**src/rtl/fetch_unit_pkg.sv**
```systemverilog
// Shared constants for the instruction-fetch front end.
`ifndef XLEN
`define XLEN 32
`endif

package fetch_unit_pkg;
  localparam int unsigned XLEN      = `XLEN;
  localparam logic [31:0] NOP_INSTR = 32'h0000_0013;
  localparam logic [31:0] RESET_PC  = 32'h0000_0000;
endpackage

```
**src/rtl/fetch_unit_if.sv**
```systemverilog
// Fetch bus: decode-side control/results and the instruction BRAM port.
interface fetch_unit_if #(
  parameter int unsigned XLEN = fetch_unit_pkg::XLEN
);
  logic            redirect_valid;
  logic [XLEN-1:0] redirect_pc;
  logic            stall;
  logic            imem_en;
  logic [XLEN-1:0] imem_addr;
  logic [XLEN-1:0] imem_rdata;
  logic [XLEN-1:0] instrD;
  logic [XLEN-1:0] pcD;
  logic [XLEN-1:0] pcplus4D;
  logic            validD;
  logic            misalign_err;

  modport master (
    input  redirect_valid, redirect_pc, stall, imem_rdata,
    output imem_en, imem_addr, instrD, pcD, pcplus4D, validD, misalign_err
  );

  modport slave (
    output redirect_valid, redirect_pc, stall, imem_rdata,
    input  imem_en, imem_addr, instrD, pcD, pcplus4D, validD, misalign_err
  );
endinterface

```
**src/rtl/fetch_unit_fifo.sv**
```systemverilog
// Small fetch FIFO; the head is read straight out of registered storage.
module fetch_fifo #(
  parameter int unsigned DEPTH = 2,
  parameter int unsigned WIDTH = 64
) (
  input  logic                    clk,
  input  logic                    reset,
  input  logic                    push,
  input  logic                    pop,
  input  logic                    flush,
  input  logic [WIDTH-1:0]        din,
  output logic [WIDTH-1:0]        head,
  output logic [$clog2(DEPTH):0]  count
);
  localparam int unsigned PW = $clog2(DEPTH);
  localparam int unsigned CW = PW + 1;

  logic [WIDTH-1:0] mem [DEPTH];
  logic [PW-1:0]    rd_ptr;
  logic [PW-1:0]    wr_ptr;

  // Pointers wrap naturally because DEPTH is a power of two.
  always_ff @(posedge clk) begin
    if (reset || flush) begin
      rd_ptr <= '0;
      wr_ptr <= '0;
      count  <= '0;
    end else begin
      if (push) wr_ptr <= wr_ptr + PW'(1);
      if (pop)  rd_ptr <= rd_ptr + PW'(1);
      if (push && !pop)      count <= count + CW'(1);
      else if (pop && !push) count <= count - CW'(1);
    end
  end

  always_ff @(posedge clk) begin
    if (push && !flush) mem[wr_ptr] <= din;
  end

  assign head = mem[rd_ptr];
endmodule

```
**src/rtl/fetch_unit.sv**
```systemverilog
// Fetch PC, BRAM request issue and redirect handling in front of decode.
module fetch_unit #(
  parameter int unsigned     XLEN     = fetch_unit_pkg::XLEN,
  parameter int unsigned     DEPTH    = 2,
  parameter logic [XLEN-1:0] RESET_PC = XLEN'(fetch_unit_pkg::RESET_PC)
) (
  input logic          clk,
  input logic          reset,
  fetch_unit_if.master fb
);
  import fetch_unit_pkg::*;

  localparam int unsigned CW = $clog2(DEPTH) + 1;
  localparam int unsigned OW = CW + 1;

  logic [XLEN-1:0]   pc_f;
  logic [XLEN-1:0]   issued_pc;
  logic [XLEN-1:0]   last_pc;
  logic              inflight;
  logic              misalign_err;
  logic [CW-1:0]     count;
  logic [2*XLEN-1:0] head;

  logic              valid_c;
  logic              deq_c;
  logic              push_c;
  logic              issue_c;
  logic [OW-1:0]     occ_c;
  logic [XLEN-1:0]   imem_addr_c;
  logic [XLEN-1:0]   pcd_c;

  // Occupancy after this cycle's dequeue decides whether another request fits.
  always_comb begin
    valid_c     = (count != '0);
    deq_c       = valid_c & ~fb.stall & ~fb.redirect_valid;
    push_c      = inflight & ~fb.redirect_valid;
    occ_c       = OW'(count) + OW'(inflight) - OW'(deq_c);
    issue_c     = ~reset & (fb.redirect_valid | (occ_c < OW'(DEPTH)));
    imem_addr_c = fb.redirect_valid ? {fb.redirect_pc[XLEN-1:2], 2'b00} : pc_f;
    pcd_c       = valid_c ? head[XLEN-1:0] : last_pc;
  end

  always_ff @(posedge clk) begin
    if (reset) begin
      pc_f         <= RESET_PC;
      issued_pc    <= '0;
      inflight     <= 1'b0;
      last_pc      <= '0;
      misalign_err <= 1'b0;
    end else begin
      inflight <= issue_c;
      if (issue_c) begin
        pc_f      <= imem_addr_c + XLEN'(4);
        issued_pc <= imem_addr_c;
      end
      if (valid_c) last_pc <= head[XLEN-1:0];
      if (fb.redirect_valid && (fb.redirect_pc[1:0] != 2'b00)) misalign_err <= 1'b1;
    end
  end

  fetch_fifo #(
    .DEPTH (DEPTH),
    .WIDTH (2*XLEN)
  ) u_fifo (
    .clk   (clk),
    .reset (reset),
    .push  (push_c),
    .pop   (deq_c),
    .flush (fb.redirect_valid),
    .din   ({fb.imem_rdata, issued_pc}),
    .head  (head),
    .count (count)
  );

  assign fb.imem_en      = issue_c;
  assign fb.imem_addr    = imem_addr_c;
  assign fb.validD       = valid_c;
  assign fb.instrD       = valid_c ? head[2*XLEN-1:XLEN] : XLEN'(NOP_INSTR);
  assign fb.pcD          = pcd_c;
  assign fb.pcplus4D     = pcd_c + XLEN'(4);
  assign fb.misalign_err = misalign_err;
endmodule

```
**src/flat_wrapper.sv**
```systemverilog
// flat-port wrapper written by rule: the top's interface ports become plain ports
module fetch_unit_flat import fetch_unit_pkg::*;
#(
  parameter int unsigned     XLEN     = fetch_unit_pkg::XLEN,
  parameter int unsigned     DEPTH    = 2,
  parameter logic [XLEN-1:0] RESET_PC = XLEN'(fetch_unit_pkg::RESET_PC)
)
  (clk, reset, fb_redirect_valid, fb_redirect_pc, fb_stall, fb_imem_rdata, fb_imem_en, fb_imem_addr, fb_instrD, fb_pcD, fb_pcplus4D, fb_validD, fb_misalign_err);
  fetch_unit_if #(.XLEN(XLEN)) fb_i ();
  input logic clk;
  input logic reset;
  input wire logic [$bits(fb_i.redirect_valid)-1:0] fb_redirect_valid;
  input wire logic [$bits(fb_i.redirect_pc)-1:0] fb_redirect_pc;
  input wire logic [$bits(fb_i.stall)-1:0] fb_stall;
  input wire logic [$bits(fb_i.imem_rdata)-1:0] fb_imem_rdata;
  output wire logic [$bits(fb_i.imem_en)-1:0] fb_imem_en;
  output wire logic [$bits(fb_i.imem_addr)-1:0] fb_imem_addr;
  output wire logic [$bits(fb_i.instrD)-1:0] fb_instrD;
  output wire logic [$bits(fb_i.pcD)-1:0] fb_pcD;
  output wire logic [$bits(fb_i.pcplus4D)-1:0] fb_pcplus4D;
  output wire logic [$bits(fb_i.validD)-1:0] fb_validD;
  output wire logic [$bits(fb_i.misalign_err)-1:0] fb_misalign_err;
  assign fb_i.redirect_valid = fb_redirect_valid;
  assign fb_i.redirect_pc = fb_redirect_pc;
  assign fb_i.stall = fb_stall;
  assign fb_i.imem_rdata = fb_imem_rdata;
  assign fb_imem_en = fb_i.imem_en;
  assign fb_imem_addr = fb_i.imem_addr;
  assign fb_instrD = fb_i.instrD;
  assign fb_pcD = fb_i.pcD;
  assign fb_pcplus4D = fb_i.pcplus4D;
  assign fb_validD = fb_i.validD;
  assign fb_misalign_err = fb_i.misalign_err;
  fetch_unit #(.XLEN(XLEN), .DEPTH(DEPTH), .RESET_PC(RESET_PC)) u_core (.clk(clk), .reset(reset), .fb(fb_i));
endmodule
```
**config.mk**
```make
export PLATFORM = sky130hd
export DESIGN_NAME = fetch_unit_flat
export DESIGN_NICKNAME = d
export VERILOG_FILES = /design/src/rtl/fetch_unit_pkg.sv /design/src/rtl/fetch_unit_if.sv /design/src/rtl/fetch_unit_fifo.sv /design/src/rtl/fetch_unit.sv /design/src/flat_wrapper.sv
export SDC_FILE = /design/constraint.sdc
export NUM_CORES = 1
export LEC_CHECK = 0
export CORE_ASPECT_RATIO = 1.25
export CORE_MARGIN = 4
export CORE_UTILIZATION = 54
export DETAILED_ROUTE_END_ITERATION = 8
export GPL_ROUTABILITY_DRIVEN = 0
export PLACE_DENSITY = 0.79
export SLEW_MARGIN = 20
export SYNTH_ARGS = -nofsm -noshare
export SYNTH_HDL_FRONTEND = slang
export SYNTH_SLANG_ARGS = --single-unit
```
**constraint.sdc**
```tcl
create_clock -name clk -period 21.9 [get_ports clk]
set_input_delay 5.475 -clock clk [delete_from_list [all_inputs] [get_ports clk]]
set_output_delay 5.475 -clock clk [all_outputs]
set_load 0.05 [all_outputs]
```
Word level (Yosys, flattened, before mapping):

Memory sizes are Yosys's and may differ from the RTL's. A register that Yosys moved wholly into a read port is not among the register bits.
Index checks and enable logic that the tools add are counted.

* RAM bits: 128
* word-level logic and storage cells: 46
* memories: 1
* register bits: 102

Memory list
* u_core.u_fifo.mem: words 2, bits a word 64, rd ports 1, clocked after memory_dff 1, wr ports 1, RTL line fetch_unit_fifo.sv:18 `logic [WIDTH-1:0] mem [DEPTH];`

* multiplexer cells: 9
* add/subtract/negate cells: 8
* bitwise gates (word level): 8
* magnitude comparators: 1
* reductions and logical operators: 11

Operators by type and width (number)
* 32-bit two-way mux: 3
* 32-bit by 3-bit adder with 32-bit output, second input constant: 2
* 2-bit nonzero test: 3
* 1-bit bitwise AND: 4
* 1-bit logical AND: 4
* 1-bit two-way mux: 4
* 2-bit two-way mux: 2
* 2-bit by 1-bit adder with 3-bit output: 1
* 1-bit logical NOT: 3
* 3-bit by 2-bit less-than comparator with 1-bit output, second input constant: 1
* 1-bit inverter: 3
* 3-bit by 1-bit subtractor with 3-bit output: 1
* 1-bit adder, second input constant: 2
* 2-bit by 1-bit adder with 2-bit output, second input constant: 1
* 2-bit by 1-bit subtractor with 2-bit output, second input constant: 1
* 1-bit logical OR: 1
* 1-bit bitwise OR: 1

Depth between registers and ports, before layout:

* word-level depth: 7
* gate-level depth with buffers: 15
* depth with buffers taken out: 13

Hierarchy:

From an unflattened synthesis, not the netlist that was laid out.

* cell total of the unflattened synthesis: 946
* area total of the unflattened synthesis: 10560.1 µm²

By module, submodules not included
* fetch_unit: instances 1, area each 5754.3 µm², cells an instance 727
* fetch_fifo: instances 1, area each 4805.9 µm², cells an instance 219

Worst setup path before layout:

Ideal clock, no wire load.

* path kind: input -> output
* from: input fb_redirect_valid
* to: output fb_imem_en
* setup slack: 8.576 ns
* path buffers: 3
* arrival: 7.849 ns
* required time: 16.425 ns
* stages: 12
* cell sequence: buf_6 buf_12 buf_4 or3_1 inv_1 ha_1 nor2b_1 fa_1 nor2_1 or2_2 nand2b_1 inv_1

* longest elaborated chain between the ends: 6

RTL lines
* start: declaration: RTL line flat_wrapper.sv:12 `input wire logic [$bits(fb_i.redirect_valid)-1:0] fb_redirect_valid;`
* 1-bit inverter: RTL line fetch_unit.sv:35 `deq_c = valid_c & ~fb.stall & ~fb.redirect_valid;`
* 1-bit bitwise AND: RTL line fetch_unit.sv:35
* via u_core.deq_c: RTL line fetch_unit.sv:25 `logic deq_c;`
* 3-bit by 1-bit subtractor with 3-bit output: RTL line fetch_unit.sv:37 `occ_c = OW'(count) + OW'(inflight) - OW'(deq_c);`
* 3-bit by 2-bit less-than comparator with 1-bit output: RTL line fetch_unit.sv:38 `issue_c = ~reset & (fb.redirect_valid | (occ_c < OW'(DEPTH)));`
* 1-bit bitwise OR: RTL line fetch_unit.sv:38
* 1-bit bitwise AND: RTL line fetch_unit.sv:38
* end: declaration: RTL line flat_wrapper.sv:16 `output wire logic [$bits(fb_i.imem_en)-1:0] fb_imem_en;`

The timed path passes the listed nets, and every way through them passes these cells.

Final worst setup path:

* from: input fb_stall
* to: output fb_imem_en

* longest elaborated chain between the ends: 7

RTL lines
* start: declaration: RTL line flat_wrapper.sv:14 `input wire logic [$bits(fb_i.stall)-1:0] fb_stall;`
* 1-bit inverter: RTL line fetch_unit.sv:35
* 1-bit bitwise AND (2 in a row): RTL line fetch_unit.sv:35
* via u_core.deq_c: RTL line fetch_unit.sv:25
* 3-bit by 1-bit subtractor with 3-bit output: RTL line fetch_unit.sv:37
* 3-bit by 2-bit less-than comparator with 1-bit output: RTL line fetch_unit.sv:38
* 1-bit bitwise OR: RTL line fetch_unit.sv:38
* 1-bit bitwise AND: RTL line fetch_unit.sv:38

The timed path passes the listed nets, and every way through them passes these cells.

==> qor.yml <==
layout:
  drive_gt1_share_pct: 10.0
  final_common_cell: "sky130_fd_sc_hd__clkdlybuf4s50_1"
  post-route-util_pct: 69.7
  layout-area-overhead-vs-synth_pct: 27.0
  fill_cells: 1390
  n_antenna_cell: 0
  design_area_um2: 13100
  mostFrequentLayoutCells: "sky130_fd_sc_hd__clkdlybuf4s50_1, sky130_fd_sc_hd__edfxtp_1, sky130_fd_sc_hd__nor2_1, sky130_fd_sc_hd__dfxtp_1, sky130_fd_sc_hd__mux2i_1"
  finish.net_count: 1153
global_routing:
  grt_start_max_net_pins: 91
  overflow: 0
  number_of_global_route_vias_before_repair: 7170
  grt.total_usage_pct: 21.9
  grt_first_pass_wirelength_mm: 38.1
  grt_antenna_before_repair: 0
clocking:
  cts.sinks: 229
  clk_latency_ns: 0.50
  htree_num_levels: 1
  numCtsBuffers: 22
  clk_transition_reported_paths_ns: 0.06
  root_buffer: "sky130_fd_sc_hd__clkbuf_16"
  cts_repair_resize_count: 0
  hold_buffers: 0
  postCtsSetupBuffers: 0
  cts_max_path_buffers: 3
  tritoncts: "yes"
pwr:
  internal-power_mw: 0.791
  clock_power_share_pct: 33.9
  power_switching_mw: 0.325
  ir_worst_vdd_v: 0.0000518
  leakagePower_nw: 4.81
  comb_power_share_pct: 21.5
  power_density_nw_per_um2: 85.3
  p_seq_share_pct: 44.6
  switching_power_share_of_the_total_pct: 29.2
sta:
  fmax_mhz: 66.4
  post-route-worst-setup-slack_ns: 6.85
  max-slew-margin-rel_pct: 35.4
  timing.final.setup_violations: 0
  final-hold-violation-count: 0
  timing.hold.ws_ns: 0.446
  fin_crit_sh_pct: 68.7
  maxSlewViolCount: 0
  clock_skews_ns: 0.00750
  period_minus_slack_ns: 15.05
  final_setup_tns_ns: 0
  worst_margin_pin_slew_ns: 0.965
  rsz0062_at_grt: "no"
critical_path:
  setup.worst_path.end_class: "output pin"
  timing.critical_path.fanout_max: 66
  worstSetupStartpointType: "input port"
  path_cells: "clkdlybuf4s50_1, or3_1, inv_1, ha_1, nor2b_1, fa_1, nor2_1, or2_2, buf_4, nand2b_1, inv_1, clkdlybuf4s50_1"
  critical-path-top-delay-family: "buffers and inverters"
  worst_path_class_setup: "input port to output pin"
  critical_path.slowest_cell: "sky130_fd_sc_hd__clkdlybuf4s50_1"
  path_buf_inv: 5
  critical_path_data_arrival_time_ns: 9.58
  critPathRequiredTime_ns: 16.43
  worst_path_largest_cell_delay_ns: 0.85
synthesis:
  synth-seq-cells: 229
  synth_nets: 973
  post_synth_inst_count: 900
  yosysSeqAreaShare_pct: 56.9
  share_of_flip_flops_with_an_asynchronous_set_or_reset_pct: 0
  number_of_warnings_issued_by_yosys: 0
  syn_area_per_cell_um2: 11.5
  synth.cell_area_um2: 10300
  synth_enable_flop_cells: 128
  synth_flop_cell: "sky130_fd_sc_hd__edfxtp_1"
  synth_cell_type_count: 64
detailed_routing:
  detail-route-antenna-nets: 0
  post-route-drc-count: 0
  drt_pre_antenna_iters: 5
  routed_via_density: 5.43
  avgRoutedWirePerCell_um: 17.8
  via_count: 7214
  route.final.wire_length_mm: 23.7
  detailed_route_iter0_violations: 366
placement:
  detailed_placement_wirelength_estimate_mm: 16.2
  placed_area_um2: 12300
  post-place-ws_ns: 6.84
  port_buffers: 198
run_status:
  outcome: "completed"
job:
  max_cap_violations: 0
floorplan:
  initial_utilization_pct: 54.9
  placeableCoreArea_um2: 18800
  pin_count: 199
  die_w_um: 132
  floorplan.die_area_um2: 21400
  rows: 56
  die-height_um: 162
hold_path:
  timing.hold.worst.class: "register to register"
-- cells by family (layout without fill, tap and decap cells) --
group                    count (synthesis)  count (layout)  synth area share (%)
AND/OR/NAND/NOR                        307             307                  16.1
flip-flops                             229             229                  56.9
multiplexers                           114             114                  11.4
buffers and inverters                  104             300                  4.84
AO/OA/AOI/OAI                           88              88                  5.51
XOR/XNOR                                53              53                  4.50
adder cells (fa/ha/maj)                  5               5                 0.680
-- final cells by class --
cell class                      instances  area, µm²  share of cell area, %
Tap cell                              232        290                   2.22
Timing Repair Buffer                  205       2020                   15.5
Sequential cell                       229       5870                   44.9
Inverter                               55        211                   1.62
Clock inverter                          5       52.6                  0.402
Multi-Input combinational cell        567       3950                   30.2
Clock buffer                           35        686                   5.24
-- power groups by stage --
stage	Sequential (mW)	Clock [mW]	Combinational [mW]
after floorplan	0.503	0	0.165
after global placement	0.505	0	0.238
after detailed placement	0.506	0	0.240
after CTS	0.497	0.387	0.242
after global routing	0.500	0.405	0.255
final	0.497	0.379	0.240
-- worst min-delay path: cells and delay by family (launching register included) --
family          cells  cell delay, ns
compound gates      1            0.05
simple gates        1            0.05
flops               1            0.31
-- layer usage --
metal | global-route usage, % | up-vias | wire, µm | part of all wire, %
met4 | 6.11 | 0 | 527 | 2.2
li1 | - | 3523 | - | -
met3 | 3.49 | 36 | 1510 | 6.4
met2 | 37.7 | 255 | 11400 | 48
met5 | 0 | - | 0 | 0
met1 | 28.9 | 3400 | 10200 | 43
-- synthesized netlist by cell type, types with 6 or more instances --
master / instances / area [µm²]
sky130_fd_sc_hd__nand2_1: 66 / 248
sky130_fd_sc_hd__nand3_1: 25 / 125
sky130_fd_sc_hd__buf_4: 8 / 60.1
sky130_fd_sc_hd__inv_1: 54 / 203
sky130_fd_sc_hd__edfxtp_1: 128 / 3840
sky130_fd_sc_hd__a21oi_1: 19 / 95.1
sky130_fd_sc_hd__nor2_1: 113 / 424
sky130_fd_sc_hd__nand3b_1: 13 / 97.6
sky130_fd_sc_hd__buf_2: 6 / 30.0
sky130_fd_sc_hd__o21ai_1: 9 / 45.0
sky130_fd_sc_hd__a211oi_1: 22 / 165
sky130_fd_sc_hd__xnor2_1: 47 / 412
sky130_fd_sc_hd__o21ai_0: 16 / 80.1
sky130_fd_sc_hd__mux2i_1: 84 / 841
sky130_fd_sc_hd__xor2_1: 6 / 52.6
sky130_fd_sc_hd__clkbuf_1: 25 / 93.8
sky130_fd_sc_hd__mux2_2: 29 / 327
sky130_fd_sc_hd__nor4_2: 10 / 125
sky130_fd_sc_hd__nor3_1: 27 / 135
sky130_fd_sc_hd__nor2b_1: 15 / 93.8
sky130_fd_sc_hd__dfxtp_1: 101 / 2020
-- state kept, by name, indices dropped and copies added (netlist names), named ones only --
register and flops:
u_core.last_pc 32, u_core.fb.misalign_err 1, u_core.u_fifo.wr_ptr 1, u_core.u_fifo.count 2, u_core.pc_f 30, u_core.issued_pc 32, u_core.u_fifo.mem 128, u_core.inflight 1
u_core.u_fifo.rd_ptr 1
-- per-stage QoR --
stage	total power [mW]	cells
finish	1.12	1328
global route	1.16	1328
CTS	1.13	1328
detailed placement	0.747	1288
global placement	0.743	1288
floorplan	0.667	900
-- final timing paths --
check | start | end | slack [ns] | depth (start not counted)
max | fb_stall | fb_imem_en | 6.85 | 12
min reg2reg | u_core.pc_f[31] | u_core.pc_f[31] | 0.45 | 2
max reg2reg | u_core.u_fifo.count[1] | u_core.pc_f[24] | 17.70 | 13
min | u_core.pc_f[31] | u_core.pc_f[31] | 0.45 | 2
Note: power is estimated with default switching activity, not from simulation.
